--- config.mk ---
export PLATFORM = sky130hd
export DESIGN_NAME = pipe_hazard_ctrl_flat
export DESIGN_NICKNAME = d
export VERILOG_FILES = /design/src/rtl/cpu_pkg.sv /design/src/rtl/pipe_hazard_ctrl_if.sv /design/src/rtl/hz_match.sv /design/src/rtl/pipe_hazard_ctrl.sv /design/src/flat_wrapper.sv
export SDC_FILE = /design/constraint.sdc
export NUM_CORES = 1
export LEC_CHECK = 0
export ABC_CLOCK_PERIOD_IN_PS = 1800
export CORE_MARGIN = 5
export CORE_UTILIZATION = 40
export CTS_CLUSTER_DIAMETER = 60
export DETAILED_ROUTE_END_ITERATION = 10
export PLACE_DENSITY = 0.81
export SLEW_MARGIN = 20
export SYNTH_ARGS = -nofsm -noshare
export SYNTH_HDL_FRONTEND = slang
export SYNTH_SLANG_ARGS = --single-unit
--- constraint.sdc ---
create_clock -name clk -period 1.8 [get_ports clk]
set_input_delay 0.36 -clock clk [delete_from_list [all_inputs] [get_ports clk]]
set_output_delay 0.36 -clock clk [all_outputs]
set_load 0.1 [all_outputs]
--- src/rtl/cpu_pkg.sv ---
`default_nettype none
// ============================================================================
//  cpu_pkg
//  Shared CPU definitions: hazard tracking entry, register-zero constant,
//  forwarding select encoding and the "is a live register writer" helper.
//  Revision: 1.0 - initial release
// ============================================================================
package cpu_pkg;

   // Tracking entries store register addresses at the widest supported width;
   // narrower address buses are zero-extended on entry.
   localparam int HZ_ADDR_W = 8;

   typedef struct packed {
      logic                 valid;
      logic [HZ_ADDR_W-1:0] waddr;
      logic                 reg_write;
      logic                 mem_read;
   } hz_entry_t;

   localparam logic [HZ_ADDR_W-1:0] REG_ZERO = '0;

   // fwd_sel encoding: 0 = operand from ID/EX, k = result held by entry k
   localparam int FWD_REG = 0;
   localparam int FWD_MEM = 1;
   localparam int FWD_WB  = 2;

   // An entry only matters for hazards if it will really write a register;
   // register 0 is hard-wired and never produces a dependency.
   function automatic logic hz_writer(input hz_entry_t e);
      return e.valid & e.reg_write & (e.waddr != REG_ZERO);
   endfunction

endpackage
`default_nettype wire

--- src/rtl/pipe_hazard_ctrl_if.sv ---
`default_nettype none
// ============================================================================
//  pipe_hazard_ctrl_if
//  Bundle between the pipeline datapath (master) and the hazard controller
//  (slave): ID-stage decode info, redirect, and the stall/flush/forward
//  controls returned to the pipeline registers and operand muxes.
//  Revision: 1.0 - initial release
// ============================================================================
interface pipe_hazard_ctrl_if #(
   parameter int REG_ADDR_W = 5,
   parameter int N_TRACK    = 3
);
   localparam int SEL_W = $clog2(N_TRACK);

   logic                  enable;
   logic [REG_ADDR_W-1:0] id_rs;
   logic [REG_ADDR_W-1:0] id_rt;
   logic                  id_use_rs;
   logic                  id_use_rt;
   logic [REG_ADDR_W-1:0] id_waddr;
   logic                  id_reg_write;
   logic                  id_mem_read;
   logic                  br_taken;

   logic                  stall;
   logic                  bubble_id_ex;
   logic                  flush_if_id;
   logic [N_TRACK-1:0]    kill;
   logic [SEL_W-1:0]      fwd_sel_a;
   logic [SEL_W-1:0]      fwd_sel_b;
   logic                  id_byp_a;
   logic                  id_byp_b;
   logic [N_TRACK-1:0]    stage_valid;

   modport master (
      output enable, id_rs, id_rt, id_use_rs, id_use_rt, id_waddr,
             id_reg_write, id_mem_read, br_taken,
      input  stall, bubble_id_ex, flush_if_id, kill, fwd_sel_a, fwd_sel_b,
             id_byp_a, id_byp_b, stage_valid
   );

   modport slave (
      input  enable, id_rs, id_rt, id_use_rs, id_use_rt, id_waddr,
             id_reg_write, id_mem_read, br_taken,
      output stall, bubble_id_ex, flush_if_id, kill, fwd_sel_a, fwd_sel_b,
             id_byp_a, id_byp_b, stage_valid
   );
endinterface
`default_nettype wire

--- src/rtl/hz_match.sv ---
`default_nettype none
// ============================================================================
//  hz_match
//  Combinational priority encoder: youngest (lowest index) candidate entry
//  whose destination matches one source operand.
//  Revision: 1.0 - initial release
// ============================================================================
module hz_match #(
   parameter int N_TRACK = 3,
   parameter int SEL_W   = 2,
   parameter int ADDR_W  = 8
) (
   input  wire logic [ADDR_W-1:0]              i_src,
   input  wire logic                           i_use,
   input  wire logic [N_TRACK-1:0]             i_cand,
   input  wire logic [N_TRACK-1:0][ADDR_W-1:0] i_waddr,
   output      logic                           o_hit,
   output      logic [SEL_W-1:0]               o_idx
);

   // Scan oldest to youngest so the youngest match overwrites older ones.
   always_comb begin
      o_hit = 1'b0;
      o_idx = '0;
      for (int k = N_TRACK - 1; k >= 0; k--) begin
         if (i_use && i_cand[k] && (i_waddr[k] == i_src)) begin
            o_hit = 1'b1;
            o_idx = SEL_W'(k);
         end
      end
   end

endmodule
`default_nettype wire

--- src/rtl/pipe_hazard_ctrl.sv ---
`default_nettype none
// ============================================================================
//  pipe_hazard_ctrl
//  Hazard, forwarding and flush controller. Tracks destination state for
//  every in-flight instruction from EX (entry 0) to WB (entry N_TRACK-1),
//  raises load-use / RAW stalls, redirect flushes, EX forwarding selects and
//  ID regfile bypass flags.
//  Build option: HAZ_FWD_EN - defined: full forwarding, load-use stall only;
//                undefined: pure interlock, forwarding selects tied to 0.
//  Revision: 1.0 - initial release
// ============================================================================
module pipe_hazard_ctrl
   import cpu_pkg::*;
#(
   parameter int REG_ADDR_W = 5,
   parameter int N_TRACK    = 3,
   parameter int BR_STAGE   = 1
) (
   input wire logic         clk,
   input wire logic         arst_n,
   pipe_hazard_ctrl_if.slave bus
);

   localparam int SEL_W = $clog2(N_TRACK);

   hz_entry_t [N_TRACK-1:0]                r_ent;
   logic [N_TRACK-1:0]                     w_writer;
   logic [N_TRACK-1:0][HZ_ADDR_W-1:0]      w_waddr;
   logic [N_TRACK-1:0]                     w_kill;
   logic [N_TRACK-1:0]                     w_valid;
   logic [N_TRACK-1:0]                     w_cand;
   logic [HZ_ADDR_W-1:0]                   w_id_rs;
   logic [HZ_ADDR_W-1:0]                   w_id_rt;
   logic [HZ_ADDR_W-1:0]                   w_id_waddr;
   logic [HZ_ADDR_W-1:0]                   w_src_a;
   logic [HZ_ADDR_W-1:0]                   w_src_b;
   logic                                   w_use_a;
   logic                                   w_use_b;
   logic                                   w_hit_a;
   logic                                   w_hit_b;
   logic [SEL_W-1:0]                       w_idx_a;
   logic [SEL_W-1:0]                       w_idx_b;
   logic                                   w_haz;
   logic                                   w_stall;
   logic                                   w_inject;
   logic [SEL_W-1:0]                       w_fwd_a;
   logic [SEL_W-1:0]                       w_fwd_b;

   assign w_id_rs    = HZ_ADDR_W'(bus.id_rs);
   assign w_id_rt    = HZ_ADDR_W'(bus.id_rt);
   assign w_id_waddr = HZ_ADDR_W'(bus.id_waddr);

   // Per-entry decode: live writers, their addresses, valid and kill vectors.
   always_comb begin
      w_writer = '0;
      w_waddr  = '0;
      w_valid  = '0;
      w_kill   = '0;
      for (int k = 0; k < N_TRACK; k++) begin
         w_writer[k] = hz_writer(r_ent[k]);
         w_waddr[k]  = r_ent[k].waddr;
         w_valid[k]  = r_ent[k].valid;
         w_kill[k]   = bus.br_taken && (k < BR_STAGE);
      end
   end

`ifdef HAZ_FWD_EN
   logic [REG_ADDR_W-1:0] r_rs;
   logic [REG_ADDR_W-1:0] r_rt;
   logic                  r_use_rs;
   logic                  r_use_rt;
   logic                  w_load_use;

   // EX consumer sources, captured as the instruction enters entry 0.
   always_ff @(posedge clk or negedge arst_n) begin
      if (!arst_n) begin
         r_rs     <= '0;
         r_rt     <= '0;
         r_use_rs <= 1'b0;
         r_use_rt <= 1'b0;
      end else if (bus.enable) begin
         r_rs     <= w_inject ? '0   : bus.id_rs;
         r_rt     <= w_inject ? '0   : bus.id_rt;
         r_use_rs <= w_inject ? 1'b0 : bus.id_use_rs;
         r_use_rt <= w_inject ? 1'b0 : bus.id_use_rt;
      end
   end

   assign w_src_a = HZ_ADDR_W'(r_rs);
   assign w_src_b = HZ_ADDR_W'(r_rt);
   assign w_use_a = r_use_rs;
   assign w_use_b = r_use_rt;

   // Forwarding candidates: entries from MEM onward, excluding a load whose
   // data is not yet available (still before WB).
   always_comb begin
      w_cand = '0;
      for (int k = 0; k < N_TRACK; k++) begin
         w_cand[k] = w_writer[k] && (k >= FWD_MEM) &&
                     !(r_ent[k].mem_read && (k < FWD_WB));
      end
   end

   assign w_load_use = w_writer[0] && r_ent[0].mem_read &&
                       ((bus.id_use_rs && (w_id_rs == w_waddr[0])) ||
                        (bus.id_use_rt && (w_id_rt == w_waddr[0])));
   assign w_haz   = w_load_use;
   assign w_fwd_a = w_hit_a ? w_idx_a : SEL_W'(FWD_REG);
   assign w_fwd_b = w_hit_b ? w_idx_b : SEL_W'(FWD_REG);
`else
   logic w_unused_idx;

   assign w_src_a = w_id_rs;
   assign w_src_b = w_id_rt;
   assign w_use_a = bus.id_use_rs;
   assign w_use_b = bus.id_use_rt;

   // Interlock candidates: every writer not yet in WB (WB is covered by the
   // ID bypass).
   always_comb begin
      w_cand = '0;
      for (int k = 0; k < N_TRACK; k++) begin
         w_cand[k] = w_writer[k] && (k < N_TRACK - 1);
      end
   end

   assign w_haz        = w_hit_a | w_hit_b;
   assign w_fwd_a      = SEL_W'(FWD_REG);
   assign w_fwd_b      = SEL_W'(FWD_REG);
   assign w_unused_idx = ^{w_idx_a, w_idx_b};
`endif

   hz_match #(.N_TRACK(N_TRACK), .SEL_W(SEL_W), .ADDR_W(HZ_ADDR_W)) u_match_a (
      .i_src   (w_src_a),
      .i_use   (w_use_a),
      .i_cand  (w_cand),
      .i_waddr (w_waddr),
      .o_hit   (w_hit_a),
      .o_idx   (w_idx_a)
   );

   hz_match #(.N_TRACK(N_TRACK), .SEL_W(SEL_W), .ADDR_W(HZ_ADDR_W)) u_match_b (
      .i_src   (w_src_b),
      .i_use   (w_use_b),
      .i_cand  (w_cand),
      .i_waddr (w_waddr),
      .o_hit   (w_hit_b),
      .o_idx   (w_idx_b)
   );

   // Redirect overrides any stall; either one injects a bubble into entry 0.
   assign w_stall  = w_haz & ~bus.br_taken;
   assign w_inject = w_stall | bus.br_taken;

   // Advance the tracking pipe; redirect clears the younger entries first.
   always_ff @(posedge clk or negedge arst_n) begin
      if (!arst_n) begin
         r_ent <= '0;
      end else if (bus.enable) begin
         if (w_inject) begin
            r_ent[0] <= '0;
         end else begin
            r_ent[0] <= '{valid:     1'b1,
                          waddr:     w_id_waddr,
                          reg_write: bus.id_reg_write,
                          mem_read:  bus.id_mem_read};
         end
         for (int k = 1; k < N_TRACK; k++) begin
            r_ent[k] <= r_ent[k-1];
            if (bus.br_taken && ((k - 1) < BR_STAGE)) begin
               r_ent[k].valid <= 1'b0;
            end
         end
      end
   end

   assign bus.stall        = w_stall;
   assign bus.bubble_id_ex = w_inject;
   assign bus.flush_if_id  = bus.br_taken;
   assign bus.kill         = w_kill;
   assign bus.fwd_sel_a    = w_fwd_a;
   assign bus.fwd_sel_b    = w_fwd_b;
   assign bus.id_byp_a     = w_writer[N_TRACK-1] && bus.id_use_rs &&
                             (w_id_rs == w_waddr[N_TRACK-1]);
   assign bus.id_byp_b     = w_writer[N_TRACK-1] && bus.id_use_rt &&
                             (w_id_rt == w_waddr[N_TRACK-1]);
   assign bus.stage_valid  = w_valid;

endmodule
`default_nettype wire

--- src/flat_wrapper.sv ---
// flat-port wrapper written by rule: the top's interface ports become plain ports
module pipe_hazard_ctrl_flat import cpu_pkg::*;
#(
   parameter int REG_ADDR_W = 5,
   parameter int N_TRACK    = 3,
   parameter int BR_STAGE   = 1
)
  (clk, arst_n, bus_enable, bus_id_rs, bus_id_rt, bus_id_use_rs, bus_id_use_rt, bus_id_waddr, bus_id_reg_write, bus_id_mem_read, bus_br_taken, bus_stall, bus_bubble_id_ex, bus_flush_if_id, bus_kill, bus_fwd_sel_a, bus_fwd_sel_b, bus_id_byp_a, bus_id_byp_b, bus_stage_valid);
  pipe_hazard_ctrl_if #(.REG_ADDR_W(REG_ADDR_W), .N_TRACK(N_TRACK)) bus_i ();
  input wire logic clk;
  input wire logic arst_n;
  input wire logic [$bits(bus_i.enable)-1:0] bus_enable;
  input wire logic [$bits(bus_i.id_rs)-1:0] bus_id_rs;
  input wire logic [$bits(bus_i.id_rt)-1:0] bus_id_rt;
  input wire logic [$bits(bus_i.id_use_rs)-1:0] bus_id_use_rs;
  input wire logic [$bits(bus_i.id_use_rt)-1:0] bus_id_use_rt;
  input wire logic [$bits(bus_i.id_waddr)-1:0] bus_id_waddr;
  input wire logic [$bits(bus_i.id_reg_write)-1:0] bus_id_reg_write;
  input wire logic [$bits(bus_i.id_mem_read)-1:0] bus_id_mem_read;
  input wire logic [$bits(bus_i.br_taken)-1:0] bus_br_taken;
  output wire logic [$bits(bus_i.stall)-1:0] bus_stall;
  output wire logic [$bits(bus_i.bubble_id_ex)-1:0] bus_bubble_id_ex;
  output wire logic [$bits(bus_i.flush_if_id)-1:0] bus_flush_if_id;
  output wire logic [$bits(bus_i.kill)-1:0] bus_kill;
  output wire logic [$bits(bus_i.fwd_sel_a)-1:0] bus_fwd_sel_a;
  output wire logic [$bits(bus_i.fwd_sel_b)-1:0] bus_fwd_sel_b;
  output wire logic [$bits(bus_i.id_byp_a)-1:0] bus_id_byp_a;
  output wire logic [$bits(bus_i.id_byp_b)-1:0] bus_id_byp_b;
  output wire logic [$bits(bus_i.stage_valid)-1:0] bus_stage_valid;
  assign bus_i.enable = bus_enable;
  assign bus_i.id_rs = bus_id_rs;
  assign bus_i.id_rt = bus_id_rt;
  assign bus_i.id_use_rs = bus_id_use_rs;
  assign bus_i.id_use_rt = bus_id_use_rt;
  assign bus_i.id_waddr = bus_id_waddr;
  assign bus_i.id_reg_write = bus_id_reg_write;
  assign bus_i.id_mem_read = bus_id_mem_read;
  assign bus_i.br_taken = bus_br_taken;
  assign bus_stall = bus_i.stall;
  assign bus_bubble_id_ex = bus_i.bubble_id_ex;
  assign bus_flush_if_id = bus_i.flush_if_id;
  assign bus_kill = bus_i.kill;
  assign bus_fwd_sel_a = bus_i.fwd_sel_a;
  assign bus_fwd_sel_b = bus_i.fwd_sel_b;
  assign bus_id_byp_a = bus_i.id_byp_a;
  assign bus_id_byp_b = bus_i.id_byp_b;
  assign bus_stage_valid = bus_i.stage_valid;
  pipe_hazard_ctrl #(.REG_ADDR_W(REG_ADDR_W), .N_TRACK(N_TRACK), .BR_STAGE(BR_STAGE)) u_core (.clk(clk), .arst_n(arst_n), .bus(bus_i));
endmodule
### Yosys cells after proc, flatten, opt, wreduce, memory -nomap -nowiden

Index checks and enable logic that the tools add are counted.

* register bits after elaboration: 30
* word-level logic and storage cells: 46
* input bits: 23
* output and inout port bits: 15

* reductions and logical operators: 15
* multiplexer cells: 6
* eq/ne operators: 6
* bitwise operators: 10

Operator list (number)
* equality test 8 x 5 -> 1 bit: 4
* nonzero test 8 bit: 3
* equality test 5 x 8 -> 1 bit: 2
* logical AND 1 bit: 12
* two-way mux 11 bit: 1
* bitwise AND 1 bit: 7
* two-way mux 1 bit: 5
* OR 1 bit: 2
* inverter 1 bit: 1

### Logic depth before layout (Yosys ltp)

* depth in word-level cells: 10
* depth in mapped cells: 6
* mapped depth without buffers: 5

### By module

From an unflattened synthesis, not the netlist that was laid out.

* cells, all modules: 178
* area, all modules: 1705.4 µm²

By module, submodules not included
* pipe_hazard_ctrl: sequential area each 525.5 µm², instances 1, cells each 98, area an instance 1069.8 µm²
* hz_match: sequential area each 0.0 µm², instances 2, cells each 40, area an instance 317.8 µm²

### Least setup slack after synthesis

No wires, ideal clock.

* kind: reg2out
* start point: reg u_core.r_ent[25] (netlist bit)
* end point: out bus_id_byp_a
* setup slack: -1.270 ns
* data required time: 1.440 ns
* arrival time: 2.710 ns
* path buffers: 0
* stages on the path, launching flop included: 4
* cell sequence: dfrtp_1 -> xnor2_1 -> nand4_1 -> nor3_1

* word-level cells in the longest chain between the ends: 4
* elaborated cells on any way between the ends: 5
* classes of those cells: 1 x eq/ne; 1 x bitwise; 3 x reduce/logical

RTL lines
* start: declaration: RTL line pipe_hazard_ctrl.sv:26 `hz_entry_t [N_TRACK-1:0] r_ent;`
* start signal: indexed assignment: RTL line pipe_hazard_ctrl.sv:169 `r_ent[k] <= r_ent[k-1];`
* nonzero test 8 bit: RTL line cpu_pkg.sv:31 `return e.valid & e.reg_write & (e.waddr != REG_ZERO);`
* bitwise AND 1 bit: RTL line cpu_pkg.sv:31
* logical AND 1 bit: RTL line pipe_hazard_ctrl.sv:183 `assign bus.id_byp_a = w_writer[N_TRACK-1] && bus.id_use_rs &&`
* logical AND 1 bit *: RTL line pipe_hazard_ctrl.sv:183
* end: declaration: RTL line flat_wrapper.sv:27 `output wire logic [$bits(bus_i.id_byp_a)-1:0] bus_id_byp_a;`

Mark *: on every way between the ends. The rest lies on a longest branch, timed or not.

### Final worst setup path

* start point: reg u_core.r_ent[14] (netlist bit)
* end point: out bus_bubble_id_ex

* word-level cells in the longest chain between the ends: 9
* elaborated cells on any way between the ends: 15
* classes of those cells: 2 x eq/ne; 4 x mux; 4 x bitwise; 5 x reduce/logical

RTL lines
* nonzero test 8 bit: RTL line cpu_pkg.sv:31
* bitwise AND 1 bit: RTL line cpu_pkg.sv:31
* logical AND 1 bit (2 in series): RTL line hz_match.sv:26 `if (i_use && i_cand[k] && (i_waddr[k] == i_src)) begin`
* two-way mux 1 bit (2 in series): RTL line hz_match.sv:26
* OR 1 bit *: RTL line pipe_hazard_ctrl.sv:127 `assign w_haz = w_hit_a | w_hit_b;`
* bitwise AND 1 bit *: RTL line pipe_hazard_ctrl.sv:152 `assign w_stall = w_haz & ~bus.br_taken;`
* OR 1 bit *: RTL line pipe_hazard_ctrl.sv:153 `assign w_inject = w_stall | bus.br_taken;`
* end: declaration: RTL line flat_wrapper.sv:22 `output wire logic [$bits(bus_i.bubble_id_ex)-1:0] bus_bubble_id_ex;`

Marked as above.

==> results.toml <==
[worst_setup_path]
crit_required_ns = 1.44
crit_arrival_ns = 2.04
timing.rr.end = "u_core.r_ent[3]"
r2r-start = "u_core.r_ent[14]"
worstPathMaxFanout = 3
criticalPathCategory = "register to primary output"
r2r_slack_ns = -0.06
critPathCaptureType = "primary output"
reg2regPathDepth = 5
cp-start-kind = "register"

[grt]
met2_usage_pct = 26.8
grt_pass1_wl_um = 5240
overflow = 0
gr-max-usage-layer = "met2"
antenna_found_initial = 0
grt_pass1_vias = 1180
grt_max_degree = 24
grt_util_met1_pct = 18.0
gr-usage-met3_pct = 1.97
track_usage_pct = 15.1

[timing]
setup_viol = 10
holdWs_ns = 0.382
slew_violations = 0
setup_ws_ns = -0.600
fin_crit_sh_pct = 133
min_period_ns = 2.40
finalSetupTns_ns = -1.97
fmax_mhz = 417
rsz0062_at_grt = "yes"
skew_ns = 0.00428
hold_violations = 0

[clocking]
clk_latency_ns = 0.30
clk_path_buf_depth = 2
clkSinkCount = 21
clk_pin_slew_worst_paths_ns = 0.11
cts_max_level = 1
cts_tree = "built"
postCtsHoldBufs = 0
numCtsBuffers = 3
cts_root_buf = "clkbuf_4"

[outcome]
violations = "setup timing"
outcome = "finished with violations"

[power]
peakVddDrop_uv = 408
powerDensity_nw_per_um2 = 694
power_leakage_nw = 0.885

[logic_synthesis]
syn-mean-instance-area_um2 = 10.7
ys_types = 25
synth.largest_area_cell = "dfrtp_1"
ys_ff_latch = 21
syn_area_um2 = 1360
yosysSeqAreaShare_pct = 38.5
yosysWarningCount = 0
syn_inst = 128
synthDominantCellAreaShare_pct = 38.5
yosys-top-cells-area = "dfrtp_1, xnor2_1, mux2_2, o32ai_2, buf_4"

[routing]
drt-total-wl_um = 3360
firstDrtPassIters = 4
detail-route-antenna-nets = 0
viasPerCell = 4.91
drtIter0Drc = 12
remaining_drc_errors = 0
wire_per_inst_um = 15.0
vias = 1099

[floorplan]
initial_core_util_pct = 41.2
dieArea_um2 = 4680
coreArea_um2 = 3310
fp.dieW_um = 68.4
rows = 21
ios = 38
fp.dieH_um = 68.4

[place]
dpl.cell_count = 219
hpwl_um = 2700
port_buffers = 30
gp_congestion = 0.996

[job]
max-cap-violations = 0

[min_path]
holdCritPathClass = "input pin to asynchronous set/reset pin"

[cells_and_area]
finalNonFillerCells = 224
area_delta_synth_final_pct = 47.5
diodes = 0
final_nets = 202
drive_gt1_share_pct = 36.5
worst max-delay path: stages (launching register included):
cell and delay, ns:
dfrtp_1 0.39, or3_4 0.38, o311a_1 0.30, a22o_1 0.25, or2_4 0.25, buf_12 0.16
registers in the layout, summed over array words and instances, names as in the netlist:
signal and flops:
u_core.bus.stage_valid 3, u_core.r_ent 18
power breakdown:
part	switching [W]	internal, W
Combinational	0.000310	0.000280
Sequential	0.0000573	0.000526
Clock	0.000137	0.0000864
kinds of logic after synthesis:
| kind of cell | count (synthesis) | synth area share [%] |
|---|---|---|
| AOI/OAI and AO/OA | 14 | 11.5 |
| xor gates and xnor gates | 30 | 19.3 |
| buffers and inverters | 28 | 11.3 |
| DFF | 21 | 38.5 |
| muxes | 13 | 10.7 |
| other | 1 | 0.275 |
| and+or+nand+nor | 21 | 8.44 |
per-stage QoR:
stage	util, %	cell area (µm²)	power (W)	setup WS, ns
2_1_floorplan	-	1420	0.000949	-0.292
3_3_place_gp	59.0	1950	0.00116	-0.477
3_5_place_dp	59.0	1950	0.00117	-0.556
4_1_cts	60.3	2000	0.00139	-0.600
5_1_grt	60.8	2010	0.00146	-0.666
6_report	60.8	2010	0.00140	-0.600
cell usage in the layout, fill, tap and decap left out, types with 2 or more instances in the layout:
master	n
nand4_1	6
o32ai_2	6
conb_1	6
inv_1	14
xnor2_2	3
nor3_4	2
buf_12	10
xnor2_1	27
mux2_2	12
o22ai_1	2
clkbuf_4	3
dlygate4sd2_1	9
clkdlybuf4s50_1	12
nand2_1	6
dfrtp_1	20
buf_4	24
final cells by class:
type / instances / area, µm²
clock buffer: 4 / 26.3
fill: 295 / 1300
inverter: 14 / 52.6
multi-input combinational: 84 / 769
sequential: 21 / 527
tap: 46 / 57.6
timing repair buffer: 55 / 579
timing repair:
action	CTS	global route
resized for setup	11	5
setup endpoints to repair	10	11
setup buffers	2	1
pin swaps	6	7
endpoints found under the hold margin	0	0
cloned	0	0
Yosys cell counts:
cell and count:
a22o_1 1, a311oi_1 1, buf_1 2, buf_4 11, buf_6 1, conb_1 1
dfrtp_1 21, inv_1 14, mux2_1 1, mux2_2 12, nand2_1 6, nand2b_1 1
nand3b_1 1, nand4_1 6, nor2b_1 1, nor3_1 3, o211ai_1 1, o21ai_1 1
o22ai_1 3, o311a_1 1, o32ai_2 6, or2_1 1, or3_1 1, or4_1 1
xnor2_1 30
worst max-delay path by stage:
stage                          start               end  slack [ns]
global route        u_core.r_ent[14]  bus_bubble_id_ex       -0.67
global placement        bus_id_rs[4]         bus_stall       -0.48
floorplan           u_core.r_ent[17]  bus_bubble_id_ex       -0.29
finish              u_core.r_ent[14]  bus_bubble_id_ex       -0.60
detailed placement      bus_id_rt[0]         bus_stall       -0.56
CTS                 u_core.r_ent[14]  bus_bubble_id_ex       -0.60
metal layers:
layer	wire, µm	vias up
met5	0	-
met4	104	0
met3	157	10
met2	1670	40
met1	1430	528
li1	-	521
Power figures use the tool's default switching activity.
